## src/rtl/tiny_pkg.sv

```systemverilog
// Shared definitions for the fetch front end: fetch FSM encoding,
// the default halt opcode and the pair-queue depth.
package tiny_pkg;

  typedef enum logic [1:0] {
    F_OP  = 2'd0,
    F_ARG = 2'd1,
    HALT  = 2'd2
  } fstate_e;

  localparam logic [7:0] HALT_OP_DEF = 8'hFF;
  localparam int         QDEPTH      = 2;

endpackage

```

## src/rtl/fetch_queue_if.sv

```systemverilog
// Memory-read, instruction-output and redirect signals of the fetch queue.
// master is the fetch_queue side, slave is the memory/control-unit side.
interface fetch_queue_if #(
  parameter int WIDTH = 8
);
  logic             mem_req;
  logic [WIDTH-1:0] mem_addr;
  logic             mem_gnt;
  logic             mem_rvalid;
  logic [WIDTH-1:0] mem_rdata;
  logic             out_valid;
  logic             out_ready;
  logic [7:0]       out_inst;
  logic [WIDTH-1:0] out_operand;
  logic [WIDTH-1:0] out_pc;
  logic             redir_valid;
  logic [WIDTH-1:0] redir_pc;
  logic             halted;

  modport master (
    output mem_req, mem_addr, out_valid, out_inst, out_operand, out_pc, halted,
    input  mem_gnt, mem_rvalid, mem_rdata, out_ready, redir_valid, redir_pc
  );

  modport slave (
    input  mem_req, mem_addr, out_valid, out_inst, out_operand, out_pc, halted,
    output mem_gnt, mem_rvalid, mem_rdata, out_ready, redir_valid, redir_pc
  );
endinterface

```

## src/rtl/pair_fifo.sv

```systemverilog
// Two-entry FIFO of packed instruction pairs; a push into a full queue is
// accepted when a pop happens in the same cycle.
module pair_fifo
  import tiny_pkg::*;
#(
  parameter int DW = 24
) (
  input  logic          clk,
  input  logic          reset,
  input  logic          flush_i,
  input  logic          push_i,
  input  logic [DW-1:0] push_data_i,
  input  logic          pop_i,
  output logic [DW-1:0] pop_data_o,
  output logic          full_o,
  output logic          empty_o
);
  logic [DW-1:0] mem_q [QDEPTH];
  logic          wr_ptr_q, rd_ptr_q;
  logic [1:0]    count_q;
  logic          do_push, do_pop;

  assign empty_o    = (count_q == 2'd0);
  assign full_o     = (count_q == 2'(QDEPTH));
  assign do_pop     = pop_i && !empty_o;
  assign do_push    = push_i && (!full_o || do_pop);
  assign pop_data_o = mem_q[rd_ptr_q];

  always_ff @(posedge clk) begin
    if (reset || flush_i) begin
      wr_ptr_q <= 1'b0;
      rd_ptr_q <= 1'b0;
      count_q  <= 2'd0;
    end else begin
      if (do_push) wr_ptr_q <= !wr_ptr_q;
      if (do_pop)  rd_ptr_q <= !rd_ptr_q;
      count_q <= count_q + {1'b0, do_push} - {1'b0, do_pop};
    end
  end

  always_ff @(posedge clk) begin
    if (do_push) mem_q[wr_ptr_q] <= push_data_i;
  end
endmodule

```

## src/rtl/fetch_queue.sv

```systemverilog
// Instruction fetch front end: reads opcode/operand word pairs from memory
// and buffers up to two complete pairs for the control unit.
module fetch_queue
  import tiny_pkg::*;
#(
  parameter int               WIDTH    = 8,
  parameter logic [WIDTH-1:0] RESET_PC = '0,
  parameter logic [7:0]       HALT_OP  = HALT_OP_DEF
) (
  input logic           clk,
  input logic           reset,
  fetch_queue_if.master bus
);
  localparam int PAIR_W = 8 + 2 * WIDTH;

  fstate_e          state_q, state_d;
  logic [WIDTH-1:0] pc_q, pc_d, op_pc_q, op_pc_d;
  logic [7:0]       op_q, op_d;
  logic             pend_q, pend_d, pend_op_q, pend_op_d;
  logic             live_q;

  logic             grant, op_rsp, arg_rsp, halt_hit;
  logic [1:0]       occ, inflight;
  logic [WIDTH-1:0] addr;
  logic             fifo_push, fifo_pop, fifo_full, fifo_empty;
  logic [PAIR_W-1:0] fifo_rdata;

  // pend_q tags the single request whose response lands next cycle; clearing
  // it is how redirect, reset and halt discard stale read data.
  assign grant    = bus.mem_req && bus.mem_gnt;
  assign op_rsp   = pend_q && pend_op_q && bus.mem_rvalid;
  assign arg_rsp  = pend_q && !pend_op_q && bus.mem_rvalid;
  assign halt_hit = op_rsp && (bus.mem_rdata[7:0] == HALT_OP);
  assign occ      = fifo_full ? 2'd2 : (fifo_empty ? 2'd0 : 2'd1);
  assign inflight = 2'(state_q == F_ARG) + 2'(pend_q && !pend_op_q);

  always_comb begin
    bus.mem_req = 1'b0;
    addr        = pc_q;
    case (state_q)
      F_OP:    bus.mem_req = live_q && ((3'(occ) + 3'(inflight)) < 3'd2);
      F_ARG: begin
        bus.mem_req = 1'b1;
        addr        = pc_q + WIDTH'(1);
      end
      default: ;
    endcase
  end

  assign bus.mem_addr = bus.mem_req ? addr : '0;

  always_comb begin
    state_d   = state_q;
    pc_d      = pc_q;
    pend_d    = grant;
    pend_op_d = grant ? (state_q == F_OP) : pend_op_q;
    op_d      = op_q;
    op_pc_d   = op_pc_q;
    case (state_q)
      F_OP:  if (grant) state_d = F_ARG;
      F_ARG: begin
        if (halt_hit) begin
          state_d = HALT;
          pend_d  = 1'b0;
        end else if (grant) begin
          state_d = F_OP;
          pc_d    = pc_q + WIDTH'(2);
        end
      end
      default: ;
    endcase
    if (op_rsp) begin
      op_d    = bus.mem_rdata[7:0];
      op_pc_d = pc_q;
    end
    if (bus.redir_valid) begin
      state_d = F_OP;
      pc_d    = bus.redir_pc;
      pend_d  = 1'b0;
    end
  end

  // live_q keeps mem_req low for the first cycle after reset.
  always_ff @(posedge clk) begin
    if (reset) begin
      state_q   <= F_OP;
      pc_q      <= RESET_PC;
      pend_q    <= 1'b0;
      pend_op_q <= 1'b0;
      live_q    <= 1'b0;
    end else begin
      state_q   <= state_d;
      pc_q      <= pc_d;
      pend_q    <= pend_d;
      pend_op_q <= pend_op_d;
      live_q    <= 1'b1;
    end
  end

  always_ff @(posedge clk) begin
    op_q    <= op_d;
    op_pc_q <= op_pc_d;
  end

  assign fifo_push = arg_rsp && !bus.redir_valid;
  assign fifo_pop  = bus.out_valid && bus.out_ready;

  pair_fifo #(.DW(PAIR_W)) u_fifo (
    .clk         (clk),
    .reset       (reset),
    .flush_i     (bus.redir_valid),
    .push_i      (fifo_push),
    .push_data_i ({op_q, bus.mem_rdata, op_pc_q}),
    .pop_i       (fifo_pop),
    .pop_data_o  (fifo_rdata),
    .full_o      (fifo_full),
    .empty_o     (fifo_empty)
  );

  assign bus.out_valid = !fifo_empty;
  assign {bus.out_inst, bus.out_operand, bus.out_pc} = bus.out_valid ? fifo_rdata : '0;
  assign bus.halted = (state_q == HALT);
endmodule

```

## src/flat_wrapper.sv

```systemverilog
// flat-port wrapper written by rule: the top's interface ports become plain ports
module fetch_queue_flat import tiny_pkg::*;
#(
  parameter int               WIDTH    = 8,
  parameter logic [WIDTH-1:0] RESET_PC = '0,
  parameter logic [7:0]       HALT_OP  = HALT_OP_DEF
)
  (clk, reset, bus_mem_req, bus_mem_addr, bus_out_valid, bus_out_inst, bus_out_operand, bus_out_pc, bus_halted, bus_mem_gnt, bus_mem_rvalid, bus_mem_rdata, bus_out_ready, bus_redir_valid, bus_redir_pc);
  fetch_queue_if #(.WIDTH(WIDTH)) bus_i ();
  input logic clk;
  input logic reset;
  output wire logic [$bits(bus_i.mem_req)-1:0] bus_mem_req;
  output wire logic [$bits(bus_i.mem_addr)-1:0] bus_mem_addr;
  output wire logic [$bits(bus_i.out_valid)-1:0] bus_out_valid;
  output wire logic [$bits(bus_i.out_inst)-1:0] bus_out_inst;
  output wire logic [$bits(bus_i.out_operand)-1:0] bus_out_operand;
  output wire logic [$bits(bus_i.out_pc)-1:0] bus_out_pc;
  output wire logic [$bits(bus_i.halted)-1:0] bus_halted;
  input wire logic [$bits(bus_i.mem_gnt)-1:0] bus_mem_gnt;
  input wire logic [$bits(bus_i.mem_rvalid)-1:0] bus_mem_rvalid;
  input wire logic [$bits(bus_i.mem_rdata)-1:0] bus_mem_rdata;
  input wire logic [$bits(bus_i.out_ready)-1:0] bus_out_ready;
  input wire logic [$bits(bus_i.redir_valid)-1:0] bus_redir_valid;
  input wire logic [$bits(bus_i.redir_pc)-1:0] bus_redir_pc;
  assign bus_mem_req = bus_i.mem_req;
  assign bus_mem_addr = bus_i.mem_addr;
  assign bus_out_valid = bus_i.out_valid;
  assign bus_out_inst = bus_i.out_inst;
  assign bus_out_operand = bus_i.out_operand;
  assign bus_out_pc = bus_i.out_pc;
  assign bus_halted = bus_i.halted;
  assign bus_i.mem_gnt = bus_mem_gnt;
  assign bus_i.mem_rvalid = bus_mem_rvalid;
  assign bus_i.mem_rdata = bus_mem_rdata;
  assign bus_i.out_ready = bus_out_ready;
  assign bus_i.redir_valid = bus_redir_valid;
  assign bus_i.redir_pc = bus_redir_pc;
  fetch_queue #(.WIDTH(WIDTH), .RESET_PC(RESET_PC), .HALT_OP(HALT_OP)) u_core (.clk(clk), .reset(reset), .bus(bus_i));
endmodule
```

## config.mk

```make
export PLATFORM = sky130hd
export DESIGN_NAME = fetch_queue_flat
export DESIGN_NICKNAME = d
export VERILOG_FILES = /design/src/rtl/tiny_pkg.sv /design/src/rtl/fetch_queue_if.sv /design/src/rtl/pair_fifo.sv /design/src/rtl/fetch_queue.sv /design/src/flat_wrapper.sv
export SDC_FILE = /design/constraint.sdc
export NUM_CORES = 1
export LEC_CHECK = 0
export ABC_AREA = 1
export CAP_MARGIN = 25
export CORE_MARGIN = 3
export CORE_UTILIZATION = 49
export DETAILED_ROUTE_END_ITERATION = 10
export PLACE_DENSITY = 0.76
export SETUP_SLACK_MARGIN = 0.15
export SKIP_CTS_REPAIR_TIMING = 1
export SLEW_MARGIN = 40
export SYNTH_ARGS = -nofsm -noshare
export SYNTH_HDL_FRONTEND = slang
export SYNTH_HIERARCHICAL = 1
export SYNTH_SLANG_ARGS = --single-unit
export TNS_END_PERCENT = 10
```

## constraint.sdc

```tcl
create_clock -name clk -period 2.6 [get_ports clk]
set_input_delay 0.52 -clock clk [delete_from_list [all_inputs] [get_ports clk]]
set_output_delay 0.52 -clock clk [all_outputs]
set_load 0.01 [all_outputs]
```

# Word level (Yosys, flattened, before mapping)
# Memory sizes are Yosys's and may differ from the RTL's. A register that Yosys moved wholly into a read port is not among the register bits.
# Index checks and enable logic that the tools add are counted.
[totals] ff_bits=33 mem_bits_rw=48 input_bits=22 wordCells=73 n_memories=1
[op_classes] n_addsub=6 order_cmp=1 eq_ne=7 mux=21 n_reduce_logical=27
[mem_list] name="u_core.u_fifo.mem_q" words=2 word_bits=24 read_ports=1 rd_ports_with_merged_regs=1 write_ports=1 line="pair_fifo.sv:18" text="logic [DW-1:0] mem_q [QDEPTH];"
[op_table] operator="$mux W8" n=6
[op_table] operator="$mux W24" n=1
[op_table] operator="$logic_and A1 B1 Y1" n=11
[op_table] operator="$add A8 B1 Y8 const B" n=1
[op_table] operator="$add A8 B2 Y8 const B" n=1
[op_table] operator="$eq A8 B8 Y1 const B" n=1
[op_table] operator="$mux W1" n=8
[op_table] operator="$mux W2" n=4
[op_table] operator="$logic_not A1 Y1" n=6
[op_table] operator="$reduce_and A3 Y1" n=2
[op_table] operator="$reduce_bool A2 Y1" n=3
[op_table] operator="$eq A2 B2 Y1 const B" n=2
[op_table] operator="$logic_not A2 Y1" n=2
[op_table] operator="$pmux W2 S2" n=1
[op_table] operator="$add A2 B2 Y3" n=1
[op_table] operator="$lt A3 B2 Y1 const B" n=1
[op_table] operator="$ne A3 B1 Y1 const B" n=1
[op_table] operator="$add A1 B1 Y2" n=1
[op_table] operator="$add A2 B1 Y2" n=1
[op_table] operator="$eq A2 B1 Y1 const B" n=1
[op_table] operator="$logic_or A1 B1 Y1" n=2
[op_table] operator="$ne A2 B1 Y1 const B" n=1
[op_table] operator="$ne A2 B2 Y1 const B" n=1
[op_table] operator="$pmux W1 S2" n=1
[op_table] operator="2 further kinds" n=2

# Logic depth before layout (Yosys ltp)
[depth] ltp_word=12 mapped_depth=14 mapped_depth_nobuf=13

# Cells and area by module
# Netlist, hierarchy kept.
[by_module_without_submodules] module="pair_fifo" instances=1 cells_per_inst=117 area_per_inst_um2=2098.3 seq_area_each_um2=1541.5
[by_module_without_submodules] module="fetch_queue" instances=1 cells_per_inst=225 area_per_inst_um2=1664.1 seq_area_each_um2=740.7

# Worst setup path before layout
# OpenSTA, ideal clock, no wires.
[synth_timing] path_kind="reg2out" startpoint="reg u_core.u_fifo.count_q[1]" endpoint="out bus_mem_addr[6]" arrival_ns=1.981 t_required_ns=2.080 slack_ns=0.099 path_stages_with_launch=11 n_path_buf=2 path_cell_list="dfxtp_1 nor2_2 buf_2 clkbuf_1 nor2_1 ha_1 nand3_1 nand3b_4 nand2_4 inv_1 nor3_1"
[synth_between] elab_chain_cells=8 elab_cells_between_ends=9 cone_classes="add/sub: 1; order compare: 1; eq/ne: 1; mux: 4; reduce/logical: 2"
[synth_rtl] element="start: declaration" line="pair_fifo.sv:20" text="logic [1:0] count_q;"
[synth_rtl] element="start signal: assignment" line="pair_fifo.sv:37" text="count_q <= count_q + {1'b0, do_push} - {1'b0, do_pop};"
[synth_rtl] element="$logic_not A2 Y1" line="pair_fifo.sv:23" text="assign empty_o = (count_q == 2'd0);"
[synth_rtl] element="net u_core.fifo_empty" line="fetch_queue.sv:25" text="logic fifo_push, fifo_pop, fifo_full, fifo_empty;"
[synth_rtl] element="$mux W1" line="fetch_queue.sv:34" text="assign occ = fifo_full ? 2'd2 : (fifo_empty ? 2'd0 : 2'd1);"
[synth_rtl] element="$mux W2" line="fetch_queue.sv:34"
[synth_rtl] element="$add A2 B2 Y3" line="fetch_queue.sv:41" text="F_OP: bus.mem_req = live_q && ((3'(occ) + 3'(inflight)) < 3'd2);"
[synth_rtl] element="$lt A3 B2 Y1" line="fetch_queue.sv:41"
[synth_rtl] element="$logic_and A1 B1 Y1" line="fetch_queue.sv:41"
[synth_rtl] element="$pmux W1 S2" line="fetch_queue.sv:40" text="case (state_q)"
[synth_rtl] element="net bus_mem_req" line="flat_wrapper.sv:12" text="output wire logic [$bits(bus_i.mem_req)-1:0] bus_mem_req;"
[synth_rtl] element="$mux W8" line="fetch_queue.sv:50" text="assign bus.mem_addr = bus.mem_req ? addr : '0;"
[synth_rtl] element="end: declaration" line="flat_wrapper.sv:13" text="output wire logic [$bits(bus_i.mem_addr)-1:0] bus_mem_addr;"
# The timed path passes the listed nets, and every way through them passes these cells.

# Worst setup path in the final report
[layout_timing] startpoint="reg u_core.u_fifo.count_q[1]" endpoint="out bus_mem_addr[6]"
[layout_between] elab_cells_between_ends=9 cone_classes="add/sub: 1; order compare: 1; eq/ne: 1; mux: 4; reduce/logical: 2"
[layout_rtl] element="$eq A2 B2 Y1" line="pair_fifo.sv:24" text="assign full_o = (count_q == 2'(QDEPTH));"
[layout_rtl] element="net u_core.fifo_full" line="fetch_queue.sv:25"
[layout_rtl] element="$mux W2" line="fetch_queue.sv:34"
[layout_rtl] element="$add A2 B2 Y3" line="fetch_queue.sv:41"
[layout_rtl] element="$lt A3 B2 Y1" line="fetch_queue.sv:41"
[layout_rtl] element="$logic_and A1 B1 Y1" line="fetch_queue.sv:41"
[layout_rtl] element="$pmux W1 S2" line="fetch_queue.sv:40"
[layout_rtl] element="$mux W8" line="fetch_queue.sv:50"
# The timed path passes the listed nets, and every way through them passes these cells.

==> flow_summary_export.csv <==
group,metric,value,unit
die,num_rows,31,
synth,synth_top_family_by_area,"simple AND/OR/NAND/NOR gates",
setup_path,cp_max_fo,8,
global_route,track_usage,16.2,%
clock_network,worstSkewPairLatency,0.34,ns
synth,synth_async_sr_flop_share,0,%
synth,synthXorXnorAreaFrac,0.698,%
synth,yosysUniqueCellTypes,30,
clock_network,cts.sinks,82,
synth,yosys.area_share.simple,18.6,%
power,vdd_drop_max,313,uV
drt,wirelength,6670,um
run_status,status,"completed",
global_route,grt_pass1_vias,2354,
sta,setup_viol,0,
placement,place.detailed.hpwl,4660,um
finish,fillers,591,
sta,worstMarginPinSlew,0.489,ns
finish,layout.cells.non_filler,515,
global_route,grt_max_degree,28,
die,core-area,0.00737,mm^2
global_route,grt_first_pass_wirelength,11000,um
power,clockPowerShare,38.2,%
setup_path,path_delay_family,"simple AND/OR/NAND/NOR gates",
synth,yosys_warnings,6,
setup_path,crit_start,"u_core/u_fifo/count_q[1]$_SDFF_PP0_",
synth,yosysMostFrequentCell,"edfxtp_1",
sta,rsz0062_at_grt,"true",
synth,syn_inst,342,
synth,synth_commonest_cells,"64 x edfxtp_1, 60 x nor2_1, 50 x inv_1, 45 x nand2_1",
finish,design_area,0.00472,mm^2
setup_path,endpoint,"bus_mem_addr[6]",
sta,relSlewSlack,67.3,%
setup_path,worstPathCellList,"inv_2, nor2_2, nor2_1, ha_1, nand3_2, nand3b_4, nand2_4, inv_1, nor3_2, buf_2",
sta,final-hold-violation-count,0,
clock_network,cts_tree,"built",
finish,syn_to_final_growth,25.5,%
sta,fin_skew,0.00904,ns
die,dieArea,0.00877,mm^2
drt,drc,0,
die,start_util,51.1,%
hold_path,hold_class,"register to register",
power,leakagePower,1.98,nW
setup_path,arrival,1.93,ns
synth,synth_area_leader_cell,"edfxtp_1",
global_route,overflow,0,
clock_network,cts_buffers,9,
power,p_sw,0.535,mW
sta,final.min_clock_period,2.45,ns
setup_path,r2r-end,"u_core/u_fifo/count_q[1]$_SDFF_PP0_",
power,pwr-share-comb,5.9,%
setup_path,path_class,"register to primary output",
placement,place_area,0.00449,mm^2
drt,dr.pass1.iters,4,
setup_path,cp.depth,10,
synth,synth_compound_area_share,2.86,%
power,pwr-share-seq,55.8,%
finish,layout-drive-gt1-share,20.2,%
setup_path,required,2.08,ns
power,internal-power,2.03,mW
synth,synthAdderAreaFrac,1.33,%
drt,vias,2453,
synth,syn_nets,368,
finish,n_antenna_cell,0,
power,finalPower,2.57,mW
synth,ys_top_cells_by_area,"edfxtp_1 51%, dfxtp_1 9.6%, mux2_4 8.0%",
sta,setup_tns,0,ns
setup_path,worst-path-buf-inv,3,
setup_path,start_kind,"register",
drt,drt_iter0_markers,103,
setup_path,cp-end-kind,"primary output",
synth,synth_edf_count,64,
placement,globalplace.congestion,0.874,
finish,fin_nets,437,
placement,dp_cells,499,
drt,vias_per_cell,4.76,
clock_network,root_buffer,"clkbuf_8",
setup_path,rr_worst_depth,14,
sta,hold_slack,0.445,ns
synth,syn_area_per_cell,11.0,um^2
synth,yosysSeqAreaShare,60.7,%
synth,synth-main-ff-cell,"edfxtp_1",
clock_network,cts_buffer_depth,2,
power,powerDensity,544,mW/mm^2
global_route,antenna_found_initial,0,
sta,drv_slew,0,
clock_network,cts_htree_levels,3,
clock_network,clk_pin_slew_worst_paths,0.08,ns
drt,wire_per_inst,13.0,um
drt,detail-route-antenna-nets,0,
synth,ys_ff_latch,82,
setup_path,rr_startpoint,"u_core/u_fifo/count_q[0]$_SDFF_PP0_",
die,fp.dieW,93.6,um
setup_path,reg2reg_slack,0.46,ns
setup_path,worst_path_max_delay_cell,"dfxtp_2",
synth,synth_mux_area_share,9.18,%
die,die_y,93.6,um
sta,max_freq,0.409,GHz
power,swShare,20.8,%
flow_run,cap_violations,0,
synth,syn_area,0.00376,mm^2
synth,synth.top_cell.area_share,51.1,%
die,io_pins,57,
sta,fin_crit_sh,94.1,%
setup_path,slowest_delay,0.36,ns
placement,port_buffers,56,
-- power by group through the flow --
stage | Combinational, mW | Sequential (mW) | Clock (mW)
after floorplan | 0.0779 | 1.46 | 0
after global placement | 0.152 | 1.46 | 0
after detailed placement | 0.154 | 1.46 | 0
after CTS | 0.156 | 1.43 | 1.01
after global routing | 0.170 | 1.44 | 1.06
final | 0.152 | 1.43 | 0.982
-- worst min path at each step --
stage / start / to / cells past startpoint
global route: u_core/op_pc_q[1]$_DFFE_PP_ / u_core/u_fifo/mem_q[1][1]$_DFFE_PP_ / 0
global placement: u_core/op_pc_q[6]$_DFFE_PP_ / u_core/u_fifo/mem_q[0][6]$_DFFE_PP_ / 0
finish: u_core/op_pc_q[4]$_DFFE_PP_ / u_core/u_fifo/mem_q[0][4]$_DFFE_PP_ / 0
CTS: u_core/op_pc_q[4]$_DFFE_PP_ / u_core/u_fifo/mem_q[0][4]$_DFFE_PP_ / 0
floorplan: u_core/op_pc_q[0]$_DFFE_PP_ / u_core/u_fifo/mem_q[0][0]$_DFFE_PP_ / 0
detailed placement: u_core/op_pc_q[4]$_DFFE_PP_ / u_core/u_fifo/mem_q[0][4]$_DFFE_PP_ / 0
-- placed cells by master (no fill, tap or decap), drive strengths merged --
master and instances:
nand3b 1, nor2 67, nand3 22, clkdlybuf4s50 42, dlymetal6s2s 8, bufinv 2
clkinv 4, mux2 24, xor2 3, inv 53, dfxtp 18, or2 2
clkbuf 12, ha 4, a21oi 11, edfxtp 64, o21ai 9, nand2 51
buf 13, nor3 3, nor3b 2, o31ai 1
-- cells by family after synthesis --
group,Yosys count
flops,82
fa+ha+maj,4
mux,24
buf+inv,60
compound gates,21
xor+xnor,3
simple gates,148
-- state kept, by name, indices dropped and copies added, names as in the netlist, named ones only --
register                cells
u_core/u_fifo/rd_ptr_q      1
u_core/op_q                 8
u_core/u_fifo/count_q       2
u_core/pend_op_q            1
u_core/state_q              2
u_core/u_fifo/wr_ptr_q      1
u_core/pc_q                 8
u_core/op_pc_q              8
u_core/u_fifo/mem_q        48
u_core/live_q               1
u_core/pend_q               1
-- metrics by stage --
| stage | setup WS, ns | utilization (%) |
|---|---|---|
| after detailed placement | 0.0302 | 60.9 |
| after floorplan | 0.175 | - |
| final | 0.153 | 64.1 |
| after global routing | 0.0315 | 64.1 |
| after CTS | -0.377 | 63.9 |
| after global placement | 0.0935 | 60.9 |
-- cell type report --
class | count | area [um^2] | area share [%]
clock buffers | 10 | 128 | 2.70
clock inverters | 6 | 91.3 | 1.93
inverters | 53 | 199 | 4.21
multi-input cells | 200 | 1250 | 26.5
flip-flops and latches | 82 | 2290 | 48.4
well taps | 99 | 124 | 2.62
repair buffers | 65 | 643 | 13.6
-- routing by layer --
| layer | GRT usage [%] | up-vias | routed length [um] |
|---|---|---|---|
| met5 | 0 | - | 0 |
| met4 | 5.54 | 0 | 38 |
| met3 | 4.18 | 4 | 329 |
| met2 | 27.6 | 70 | 3300 |
| met1 | 20.1 | 1119 | 3010 |
| li1 | - | 1260 | - |
Note: power is estimated with default switching activity, not from simulation.
